$ cat src/rtl/meas_sched.sv
// -----------------------------------------------------------------------------
// meas_sched -- periodic measurement scheduler.
//
// Generates the gate for an external pulse counter, captures the latched edge
// count after each gate window, and sends it as a 4-byte frame to a UART
// transmitter: header, sequence number, count, XOR checksum.
//
// Ports
//   clk_in       in   single clock, rising edge
//   reset        in   synchronous, active-high reset
//   enable       in   high = run periodic gate windows
//   count_in     in   [7:0] latched edge count from the pulse counter
//   tim025       out  gate: 0 = counting window, 1 = latch/clear strobe
//   tx_data      out  [7:0] byte offered to the transmitter
//   tx_valid     out  tx_data valid
//   tx_ready     in   transmitter accepts when tx_valid && tx_ready
//   busy         out  a frame is pending or being sent
//   overrun_cnt  out  [7:0] dropped samples, saturating at 255
// -----------------------------------------------------------------------------
module meas_sched #(
    parameter int         GATE_CYCLES = 12500000,
    parameter logic [7:0] HDR         = 8'hA5
) (
    input  logic       clk_in,
    input  logic       reset,
    input  logic       enable,
    input  logic [7:0] count_in,
    output logic       tim025,
    output logic [7:0] tx_data,
    output logic       tx_valid,
    input  logic       tx_ready,
    output logic       busy,
    output logic [7:0] overrun_cnt
);

    localparam logic [23:0] GATE_LAST = 24'(GATE_CYCLES);

    typedef enum logic [2:0] {
        ST_IDLE,
        ST_HDR,
        ST_SEQ,
        ST_CNT,
        ST_SUM
    } state_t;

    function automatic logic [7:0] sat_inc(input logic [7:0] v);
        return (v == 8'hFF) ? v : v + 8'd1;
    endfunction

    logic [23:0] gate_cnt;
    logic        strobe_p0;
    logic [7:0]  hold;
    logic        pending;
    logic [7:0]  frame;
    logic [7:0]  seq;
    state_t      state_q;
    state_t      state_d;

    logic take;
    logic accept;

    // Gate timer: gate_cnt counts window cycles 1..GATE_CYCLES, 0 marks the
    // idle/strobe cycle. strobe_p0 flags the strobe cycle of a window that ran
    // to completion, so an aborted window never produces a capture.
    always_ff @(posedge clk_in) begin
        if (reset || !enable) begin
            gate_cnt  <= '0;
            tim025    <= 1'b1;
            strobe_p0 <= 1'b0;
        end else if (gate_cnt == GATE_LAST) begin
            gate_cnt  <= '0;
            tim025    <= 1'b1;
            strobe_p0 <= 1'b1;
        end else begin
            gate_cnt  <= gate_cnt + 24'd1;
            tim025    <= 1'b0;
            strobe_p0 <= 1'b0;
        end
    end

    // The FSM empties the holding register in the same cycle it is loaded
    // again, so a capture colliding with that hand-off is not an overrun.
    assign take   = (state_q == ST_IDLE) && pending;
    assign accept = strobe_p0 && (!pending || take);

    // Capture stage: one-deep holding register feeding the frame register
    always_ff @(posedge clk_in) begin
        if (reset) begin
            pending     <= 1'b0;
            overrun_cnt <= '0;
        end else begin
            if (accept) begin
                pending <= 1'b1;
            end else if (take) begin
                pending <= 1'b0;
            end
            if (strobe_p0 && !accept) begin
                overrun_cnt <= sat_inc(overrun_cnt);
            end
        end
    end

    always_ff @(posedge clk_in) begin
        if (accept) begin
            hold <= count_in;
        end
        if (take) begin
            frame <= hold;
        end
    end

    // Transmit stage: state register and sequence number
    always_ff @(posedge clk_in) begin
        if (reset) begin
            state_q <= ST_IDLE;
            seq     <= '0;
        end else begin
            state_q <= state_d;
            if (state_q == ST_SUM && tx_ready) begin
                seq <= seq + 8'd1;
            end
        end
    end

    // Outputs depend only on registered state, so tx_data is stable for as
    // long as a byte waits for tx_ready.
    always_comb begin
        state_d  = state_q;
        tx_valid = 1'b0;
        tx_data  = '0;
        unique case (state_q)
            ST_IDLE: begin
                if (pending) state_d = ST_HDR;
            end
            ST_HDR: begin
                tx_valid = 1'b1;
                tx_data  = HDR;
                if (tx_ready) state_d = ST_SEQ;
            end
            ST_SEQ: begin
                tx_valid = 1'b1;
                tx_data  = seq;
                if (tx_ready) state_d = ST_CNT;
            end
            ST_CNT: begin
                tx_valid = 1'b1;
                tx_data  = frame;
                if (tx_ready) state_d = ST_SUM;
            end
            ST_SUM: begin
                tx_valid = 1'b1;
                tx_data  = HDR ^ seq ^ frame;
                if (tx_ready) state_d = ST_IDLE;
            end
            default: state_d = ST_IDLE;
        endcase
    end

    assign busy = pending || (state_q != ST_IDLE);

endmodule

$ cat config.mk
export PLATFORM = sky130hd
export DESIGN_NAME = meas_sched
export DESIGN_NICKNAME = d
export VERILOG_FILES = /design/src/rtl/meas_sched.sv
export SDC_FILE = /design/constraint.sdc
export NUM_CORES = 1
export LEC_CHECK = 0
export CELL_PAD_IN_SITES_DETAIL_PLACEMENT = 0
export CELL_PAD_IN_SITES_GLOBAL_PLACEMENT = 1
export CORE_MARGIN = 3
export CORE_UTILIZATION = 52
export DETAILED_ROUTE_END_ITERATION = 10
export DONT_BUFFER_PORTS = 1
export GPL_TIMING_DRIVEN = 0
export PLACE_DENSITY_LB_ADDON = 0.1
export SYNTH_ARGS = -nofsm -noshare
export SYNTH_HDL_FRONTEND = slang
export SYNTH_SLANG_ARGS = --single-unit
$ cat constraint.sdc
create_clock -name clk_in -period 4.9 [get_ports clk_in]
set_input_delay 0.98 -clock clk_in [delete_from_list [all_inputs] [get_ports clk_in]]
set_output_delay 0.98 -clock clk_in [all_outputs]
set_load 0.05 [all_outputs]
# Word level (Yosys, flattened, before mapping)
# Cells that the tools add are included.
# op_classes
n_addsub	3
n_eq_ne	11
mux	11
n_bitwise	3
reduce_logical	17
# op_table
cell	n
one-hot mux 8 bit (4 select lines)	1
adder 24 x 1 -> 24 bit, second input constant	1
== test 24 bit, second input constant	1
adder 8 x 1 -> 8 bit, second input constant	2
two-way mux 3 bit	5
one-hot mux 3 bit (5 select lines)	1
inequality test 2 bit, second input constant	5
== test 8 bit, second input constant	1
XOR 8 bit	1
== test 3 x 2 -> 1 bit, second input constant	2
AND reduction 5 bit	1
logical AND 1 bit	4
two-way mux 1 bit	4
inverter 4 bit	1
OR reduction 4 bit	1
== test 3 x 1 -> 1 bit, second input constant	1
== test 3 bit, second input constant	1
zero test 1 bit	3
zero test 3 bit	1
logical OR 1 bit	3
nonzero test 3 bit	1
AND reduction 2 bit	1
nonzero test 2 bit	1
OR reduction 2 bit	1
inverter 1 bit	1
# totals
ff_bits	62
input_bits	12
output_inout_bits	19
elab_cells	54

# Longest topological paths before layout
# Gate-level depths: netlist of run 1.
# depth
depth_word	7
mapped_depth	7
depth_no_buf	6

# Least setup slack after synthesis of run 1
# OpenSTA, ideal clock, no wires.
# synth_timing
kind	reg-to-output
start	register state_q[0]
end	output port tx_data[0]
t_arrival_ns	2.065
t_required_ns	3.920
setup_slack_ns	1.855
stages_incl_launch_ff	4
n_path_buf	1
path_cell_list	dfxtp_1 > buf_1 > a21oi_1 > o32ai_1
# synth_via
elab_chain_cells	2
elab_cells_between_ends	5
cone_classes	4 x eq/ne; 1 x mux
# synth_lines
item	line_no	rtl
start, declared	56	state_t state_q;
start signal, assigned	118	state_q <= state_d;
== test 3 bit, or another cell as far along	131	unique case (state_q)
one-hot mux 8 bit (4 select lines) (*)	131	
end, declared	29	output logic [7:0] tx_data,
# Every way passes the cells marked *; elsewhere a longest branch is shown, timed or not.

# Worst setup path after layout of run 1
# layout_timing
start	register state_q[2]
end	output port tx_data[6]
# The elaborated chain is that of the path after synthesis.

==> metrics.cfg, run 1 <==
[run_status]
status=completed

[die]
rows=26
die_h_um=80.9
coreArea_um2=5270
io_pins=31
die_area_um2=6550
initial_core_util=0.554
fp.dieW_um=80.9

[critical_path]
criticalPathCategory=reg -> out
critPathRequiredTime_ps=3920
worstPathArrival_ps=2520
cp-start-kind=flop
endpoint_kind=output port
crit_fanout=10

[timing]
worst_slew_pin_slew_ps=1170
min_period_ps=3500
hold_viol=0
timing.final.ws_setup_ps=1400
setup_viol=0
fin_setup_tns_ps=0
drv_slew=0
fmax_ghz=0.285
slew-limit-headroom=0.214
finalClockSkew_ps=5.43
fin_crit_sh=0.715
rsz0062_at_grt=no

[finish]
finalNetCount=327
antenna_cells=0
final_cell_mix=dfxtp_1, nor3_1, nor2_1
nFillCells=487
mostFrequentLayoutCell=dfxtp_1
area_delta_synth_final_pct=13.3
drive_above_1_share=0.104

[detailed_routing]
drtPass1Iterations=4
ant_nets=0
vias=2237
vias_per_cell=5.80
drc_errors=0
first_iter_violations=64
wirelength_mm=6.03
wl_per_cell_um=15.6

[power_and_ir_drop]
p_leak_uw=0.000985
powerDensity_nw_per_um2=342
ir_worst_vdd_v=0.000249

[clock_tree]
tritoncts=built
postCtsSetupRepairBufs=0
postCtsResizedCells=0
clock-sinks=62
cts.htree.levels=3
cts_buffers=9
clk_pin_slew_worst_paths_ps=60
cts_root_buf=clkbuf_8
insertion_delay_ps=330
clockBufferDepth=2
holdBufCountCts=0

[logic_synthesis]
netlist_area_um2=2920
synthArstFlopShare=0
ys.flop_type=dfxtp_1
synth_edf_count=16
yosys_warnings=0
ys_ff_latch=62
postSynthCellCount=300
synth_area_per_cell_um2=9.73
syn-num-nets=316
ys_seq_area_frac=0.480
synth_cell_types=46

[placed_design]
hpwl_mm=4.30
gp_congestion=0.825
port_buffers=0
pre_cts_ws_ps=1740

[global_routing]
grt_pass1_vias=2079
grt_overflow=0
grt_max_degree=12
antenna_found_initial=0
grt_first_pass_wirelength_mm=10.1
track_usage=0.203

[hold_path]
hold_path_class=reg -> reg

[flow_run]
cap_violations=0

## metal layers
layer	vias to the layer above	routed length, um	part of all wire	global-route usage
met5	-	0	0	0
met4	0	85	0.014	0.0676
met3	9	250	0.041	0.0698
met2	33	2920	0.48	0.331
met1	1056	2770	0.46	0.252
li1	1139	-	-	-
## sequential cells by signal, indices dropped and copies added, names as in the netlist
name and flops:
pending 1, seq 8, overrun_cnt 8, hold 8, state_q 3, gate_cnt 24, tim025 1, strobe_p0 1
frame 8
## power breakdown
group	total, uW	leakage (uW)	switching, uW	internal (uW)
Clock	595	0.000132	193	402
Sequential	527	0.000515	2.79	524
Combinational	10.3	0.000337	7.77	2.57
Total	1130	0.000985	203	929
## cells by family after synthesis
| group | Yosys count | share of synthesized area |
|---|---|---|
| compound gates | 48 | 0.111 |
| xor+xnor | 31 | 0.0930 |
| fa+ha+maj | 4 | 0.0171 |
| buf+inv | 21 | 0.0270 |
| flops | 62 | 0.480 |
| mux | 7 | 0.0240 |
| simple gates | 127 | 0.248 |
## metrics by stage
stage,total power (uW),hold slack (ps),area (um^2),util,std cells
5_1_grt,1170,431,3310,0.627,386
3_5_place_dp,549,405,3040,0.576,370
6_report,1130,416,3310,0.627,386
4_1_cts,1150,415,3310,0.627,386
3_3_place_gp,549,403,3010,0.571,370
2_1_floorplan,546,400,2920,-,300
## cell type report
cell class / instances / area, um^2 / share of cell area
buffer: 13 / 48.8 / 0.0148
clock inverter: 6 / 133 / 0.0401
clock buffer: 10 / 138 / 0.0416
inverter: 8 / 30.0 / 0.00908
tap: 70 / 87.6 / 0.0265
multi-input combinational: 217 / 1470 / 0.444
sequential: 62 / 1400 / 0.424
## synthesized netlist by cell type, types with 2 or more instances
library cell	n	area, um^2
o32ai_1	4	35.0
nand3_1	10	50.1
dfxtp_1	46	921
nor3_1	24	120
nor4_1	5	31.3
mux2i_1	7	70.1
inv_1	8	30.0
nor2_1	22	82.6
o221ai_1	2	17.5
xor2_1	11	96.3
edfxtp_1	16	480
or4_1	4	30.0
a21oi_1	10	50.1
xnor2_1	20	175
and4_1	3	26.3
nand2_1	21	78.8
or3_2	3	22.5
a211oi_1	6	45.0
or3_1	7	43.8
buf_1	4	15.0
nand2b_1	3	18.8
nor4b_1	3	26.3
or2_2	3	18.8
ha_1	4	50.1
a31oi_1	2	12.5
o22ai_1	4	25.0
nand4_1	8	50.1
and3_1	2	12.5
o31ai_1	3	22.5
o21ai_0	10	50.1
or4_4	2	22.5
clkbuf_1	9	33.8
## worst max-delay path: stages (launching register included)
cell and delay, ps:
dfxtp_1 360, buf_1 470, nand2_1 420, o22ai_1 940
## path summary, 6_finish.rpt
path	from	end	slack, ps	cells past startpoint
setup / recovery	state_q[2]	tx_data[6]	1400	3
hold / removal	hold[0]	frame[0]	420	0
setup reg to reg	state_q[2]	hold[7]	2520	3
hold reg to reg	hold[0]	frame[0]	420	0
(Power assumes the default switching activity.)
==> inputs of run 2 (changes only) <==
--- a/config.mk
+++ b/config.mk
@@ -8,7 +8,7 @@
 export CELL_PAD_IN_SITES_DETAIL_PLACEMENT = 0
 export CELL_PAD_IN_SITES_GLOBAL_PLACEMENT = 1
 export CORE_MARGIN = 3
-export CORE_UTILIZATION = 52
+export CORE_UTILIZATION = 49
 export DETAILED_ROUTE_END_ITERATION = 10
 export DONT_BUFFER_PORTS = 1
 export GPL_TIMING_DRIVEN = 0
==> constraint.sdc (replaced) <==
create_clock -name clk_in -period 3.35 [get_ports clk_in]
set_input_delay 0.67 -clock clk_in [delete_from_list [all_inputs] [get_ports clk_in]]
set_output_delay 0.67 -clock clk_in [all_outputs]
set_load 0.05 [all_outputs]
==> run 2 against run 1 <==
  * Final area decreased by 0.72%
  * First-iteration DRC count up 45%
  * Largest power group unchanged
  * Non-clock buffer count unchanged
  * Highest routed layer unchanged
  * Clock power rose by 35%
  * Sequential power increased by 46%
  * Critical path depth unchanged
  * Clock skew fell by 0.83 ps
==> metrics.cfg, run 2 (synthesized netlist as in run 1, its figures left out) <==
[timing]
min_period_ps=3130
fin_crit_sh=0.934
worst_slew_pin_slew_ps=1100  ; -71.3 ps
slew-limit-headroom=0.262  ; +0.0479
rsz0062_at_grt=no
finalClockSkew_ps=4.60  ; -0.834 ps
hold_viol=0  ; unchanged
timing.final.ws_setup_ps=220  ; -1180 ps
setup_viol=0  ; unchanged
drv_slew=0  ; unchanged
fmax_ghz=0.320
fin_setup_tns_ps=0  ; unchanged

[global_routing]
grt_overflow=0  ; unchanged
track_usage=0.180  ; -0.0234
grt_pass1_vias=2101  ; +1.1%
antenna_found_initial=0  ; unchanged
grt_max_degree=13  ; +1
grt_first_pass_wirelength_mm=10.1  ; -0.61%

[detailed_routing]
drc_errors=0  ; unchanged
first_iter_violations=93  ; +45%
drtPass1Iterations=4  ; unchanged
wl_per_cell_um=15.1  ; -3.0%
ant_nets=0  ; unchanged
vias=2235  ; -0.089%
wirelength_mm=5.88  ; -2.5%
vias_per_cell=5.76  ; -0.60%

[clock_tree]
holdBufCountCts=0  ; unchanged
tritoncts=built
postCtsSetupRepairBufs=0  ; unchanged
postCtsResizedCells=0  ; unchanged
insertion_delay_ps=330  ; about the same
clock-sinks=62  ; unchanged
clockBufferDepth=2  ; unchanged
cts_root_buf=clkbuf_8
clk_pin_slew_worst_paths_ps=70  ; about the same
cts.htree.levels=3  ; unchanged
cts_buffers=9  ; unchanged

[finish]
largest_reg_flops=24  ; unchanged
antenna_cells=0  ; unchanged
mostFrequentLayoutCell=dfxtp_1
drive_above_1_share=0.104  ; unchanged
nFillCells=491  ; +0.82%
regMostFlops=gate_cnt
finalNetCount=327  ; unchanged
final_cell_mix=dfxtp_1, nor3_1, nor2_1
area_delta_synth_final_pct=12.5

[placed_design]
pre_cts_ws_ps=560  ; -1180 ps
port_buffers=0  ; unchanged
gp_congestion=0.797  ; -3.5%
hpwl_mm=4.20  ; -2.2%

[critical_path]
worstPathArrival_ps=2460  ; -60 ps
rr_startpoint=state_q[2]
endpoint_kind=output port
critPathRequiredTime_ps=2680  ; -1240 ps
crit_fanout=10  ; unchanged
criticalPathCategory=reg -> out
cp-start-kind=flop
worstRegToRegCells=3  ; unchanged
r2r_slack_ps=1040  ; -1480 ps
worst_r2r_endpoint=hold[4]

[power_and_ir_drop]
powerDensity_nw_per_um2=483  ; +41%
p_leak_uw=0.000972  ; -1.2%
ir_worst_vdd_v=0.000251  ; +0.60%

[flow_run]
cap_violations=0  ; unchanged

[hold_path]
whs_endpoint=frame[3]
hold_path_class=reg -> reg
whs_path_depth=0  ; unchanged
hold_start=hold[3]

[die]
coreArea_um2=5640  ; +7.1%
fp.dieW_um=83.2  ; +2.8%
io_pins=31  ; unchanged
initial_core_util=0.517  ; -0.0365
die_area_um2=6920  ; +5.7%
rows=27  ; +3.8%
die_h_um=83.2  ; +2.8%

[run_status]
status=completed

-- run 2: worst max-delay path by stage --
stage	startpoint	endpoint	slack, ps	depth (start not counted)
after floorplan	state_q[0]	tx_data[0]	610	3
after global placement	state_q[0]	tx_data[5]	300	3
after detailed placement	state_q[2]	tx_data[6]	560	3
after CTS	state_q[2]	tx_data[6]	180	3
after global routing	state_q[2]	tx_data[4]	50	3
final	state_q[2]	tx_data[4]	220	3
-- run 2: per-stage QoR --
stage                     power (uW)  cell area [um^2]  instances  utilization  hold slack (ps)
final                           1590              3280        388        0.582              417
after global routing            1650              3280        388        0.582              399
after CTS                       1610              3280        388        0.582              409
after detailed placement         804              3040        372        0.539              405
after global placement           804              3010        372        0.533              403
after floorplan                  798              2920        300            -              400
-- run 2: per-layer routing --
metal | share of wire | track usage | wire length, um
met5 | 0 | 0 | 0
met4 | 0.0082 | 0.0802 | 48
met3 | 0.049 | 0.0526 | 286
met2 | 0.49 | 0.292 | 2860
met1 | 0.46 | 0.220 | 2680
-- run 2: critical path, stage by stage (launching register included) --
cell,delay [ps]
dfxtp_1,370
buf_1,440
nand2_1,400
o22ai_1,920
-- run 2: area by class of cell --
cell class / count / area, um^2 / share of cell area
multi-input combinational: 217 / 1470 / 0.447
sequential: 62 / 1400 / 0.427
clock buffer: 9 / 124 / 0.0377
clock inverter: 7 / 120 / 0.0366
tap: 72 / 90.1 / 0.0274
buffer: 13 / 48.8 / 0.0149
inverter: 8 / 30.0 / 0.00915
-- run 2: power by group --
group	leakage (uW)	internal [uW]	switching [uW]
registers	0.000515	767	4.23
clock network	0.000120	498	304
logic	0.000337	3.75	11.2
==> inputs of run 3 (changes only) <==
--- a/config.mk
+++ b/config.mk
@@ -12,6 +12,7 @@
 export DETAILED_ROUTE_END_ITERATION = 10
 export DONT_BUFFER_PORTS = 1
 export GPL_TIMING_DRIVEN = 0
+export MAX_ROUTING_LAYER = met4
 export PLACE_DENSITY_LB_ADDON = 0.1
 export SYNTH_ARGS = -nofsm -noshare
 export SYNTH_HDL_FRONTEND = slang
==> run 3 against run 2 <==
  * Sequential power barely moved
  * Critical path depth did not move
  * Clock-buffer cell count unchanged
  * Setup slack worse by 1.4 ps
  * Wire length grew 0.12%
  * Register-to-register slack hardly changed
  * Critical endpoint unchanged
  * Largest power group unchanged
==> metrics.cfg, run 3 (synthesized netlist as in run 1, its figures left out) <==
[finish]
antenna_cells=0  ; unchanged
multiInputGateArea_um2=1470  ; unchanged
area_delta_synth_final_pct=12.5  ; unchanged
drive_above_1_share=0.104  ; unchanged
nFillCells=491  ; unchanged
regMostFlops=gate_cnt
seqCellArea_um2=1400  ; unchanged
final_cell_mix=dfxtp_1, nor3_1, nor2_1
mostFrequentLayoutCell=dfxtp_1
largest_reg_flops=24  ; unchanged
final_util=0.582  ; unchanged
finalNetCount=327  ; unchanged

[clock_tree]
postCtsResizedCells=0  ; unchanged
cts_buffers=9  ; unchanged
clock-sinks=62  ; unchanged
tritoncts=built
cts.htree.levels=3  ; unchanged
cts_root_buf=clkbuf_8
postCtsSetupRepairBufs=0  ; unchanged
clockBufferDepth=2  ; unchanged
holdBufCountCts=0  ; unchanged
clk_pin_slew_worst_paths_ps=70  ; about the same
insertion_delay_ps=330  ; about the same

[placed_design]
gp_congestion=0.808  ; +1.4%
hpwl_mm=4.20  ; unchanged
port_buffers=0  ; unchanged

[power_and_ir_drop]
powerDensity_nw_per_um2=483  ; about the same
ir_worst_vdd_v=0.000251  ; -0.10%
p_leak_uw=0.000972  ; unchanged

[die]
coreArea_um2=5640  ; unchanged
die_h_um=83.2  ; unchanged
fp.dieW_um=83.2  ; unchanged
die_area_um2=6920  ; unchanged
initial_core_util=0.517  ; unchanged
io_pins=31  ; unchanged
rows=27  ; unchanged

[critical_path]
max_stage_delay_ps=920  ; about the same
worstPathArrival_ps=2460  ; about the same
crit_chain=buf_1 -> nand2_1 -> o22ai_1
cp_num_buf_inv=1  ; unchanged
crit_fanout=10  ; unchanged
critPathSlowestCell=o22ai_1
criticalPathCategory=reg -> out
critPathRequiredTime_ps=2680  ; about the same
endpoint_kind=output port
critPathTopFamily=compound AO/OA/AOI/OAI gates
cp-start-kind=flop

[detailed_routing]
top_layer=met4
wirelength_mm=5.88  ; +0.12%
drc_errors=0  ; unchanged
ant_nets=0  ; unchanged
wl_met1_mm=2.71  ; +1.3%
drtPass1Iterations=4  ; unchanged
wl_per_cell_um=15.2  ; +0.12%
vias=2233  ; -0.089%
vias_per_cell=5.76  ; about the same
dr_wl_met2_mm=2.83  ; -1.1%
wl_met3_um=226  ; -21%
first_iter_violations=89  ; -4.3%

[timing]
finalClockSkew_ps=3.75  ; -0.850 ps
slew-limit-headroom=0.260  ; -0.00139
hold_viol=0  ; unchanged
drv_slew=0  ; unchanged
fin_setup_tns_ps=0  ; unchanged
rsz0062_at_grt=no
setup_viol=0  ; unchanged
fmax_ghz=0.319  ; about the same
fin_crit_sh=0.935  ; about the same
worst_slew_pin_slew_ps=1100  ; +2.06 ps
whs_ps=417  ; -0.0360 ps
min_period_ps=3130  ; +1.39 ps

[flow_run]
cap_violations=0  ; unchanged

[global_routing]
grt_pass1_vias=2090  ; -0.52%
grt_first_pass_wirelength_mm=10.1  ; -0.21%
antenna_found_initial=0  ; unchanged
grt_max_degree=13  ; unchanged
track_usage=0.183  ; +0.00360
grt_overflow=0  ; unchanged

[run_status]
status=completed

[hold_path]
hold_path_class=reg -> reg

[run 3: cell counts in the layout (fill, tap and decap cells not counted)]
No cell type changed its count.
[run 3: worst paths after layout]
kind | startpoint | depth (start not counted) | slack, ps | endpoint
max | state_q[2] | 3 | 220 | tx_data[4]
min | hold[3] | 0 | 420 | frame[3]
max reg2reg | state_q[2] | 3 | 1040 | hold[4]
min reg2reg | hold[3] | 0 | 420 | frame[3]
[run 3: worst reg2reg max path, stage by stage (launching register included)]
cell      delay, ps
dfxtp_1         330
buf_1           260
or3_1           450
a21boi_0        890
[run 3: per-stage QoR]
stage               worst slack, ps  power [uW]  instances  cell area [um^2]
detailed placement              560         804        372              3040
global placement                296         804        372              3010
floorplan                       615         798        300              2920
finish                          219        1590        388              3280
global route                   60.2        1640        388              3280
CTS                             181        1610        388              3280
[run 3: cell type report]
class | count | area share
multi-input cells | 217 | 0.447
flip-flops and latches | 62 | 0.427
clock buffers | 9 | 0.0377
clock inverters | 7 | 0.0366
well taps | 72 | 0.0274
plain buffers | 13 | 0.0149
inverters | 8 | 0.00915
[run 3: power by group]
| part | switching, uW | internal, uW |
|---|---|---|
| sequential | 4.23 | 767 |
| combinational | 11.2 | 3.74 |
| clock | 303 | 498 |
| total | 318 | 1270 |
[run 3: layer usage]
layer	vias up	global-route usage
li1	1138	-
met1	1044	0.222
met2	41	0.292
met3	10	0.0437
met4	0	0.0802
met5	-	-
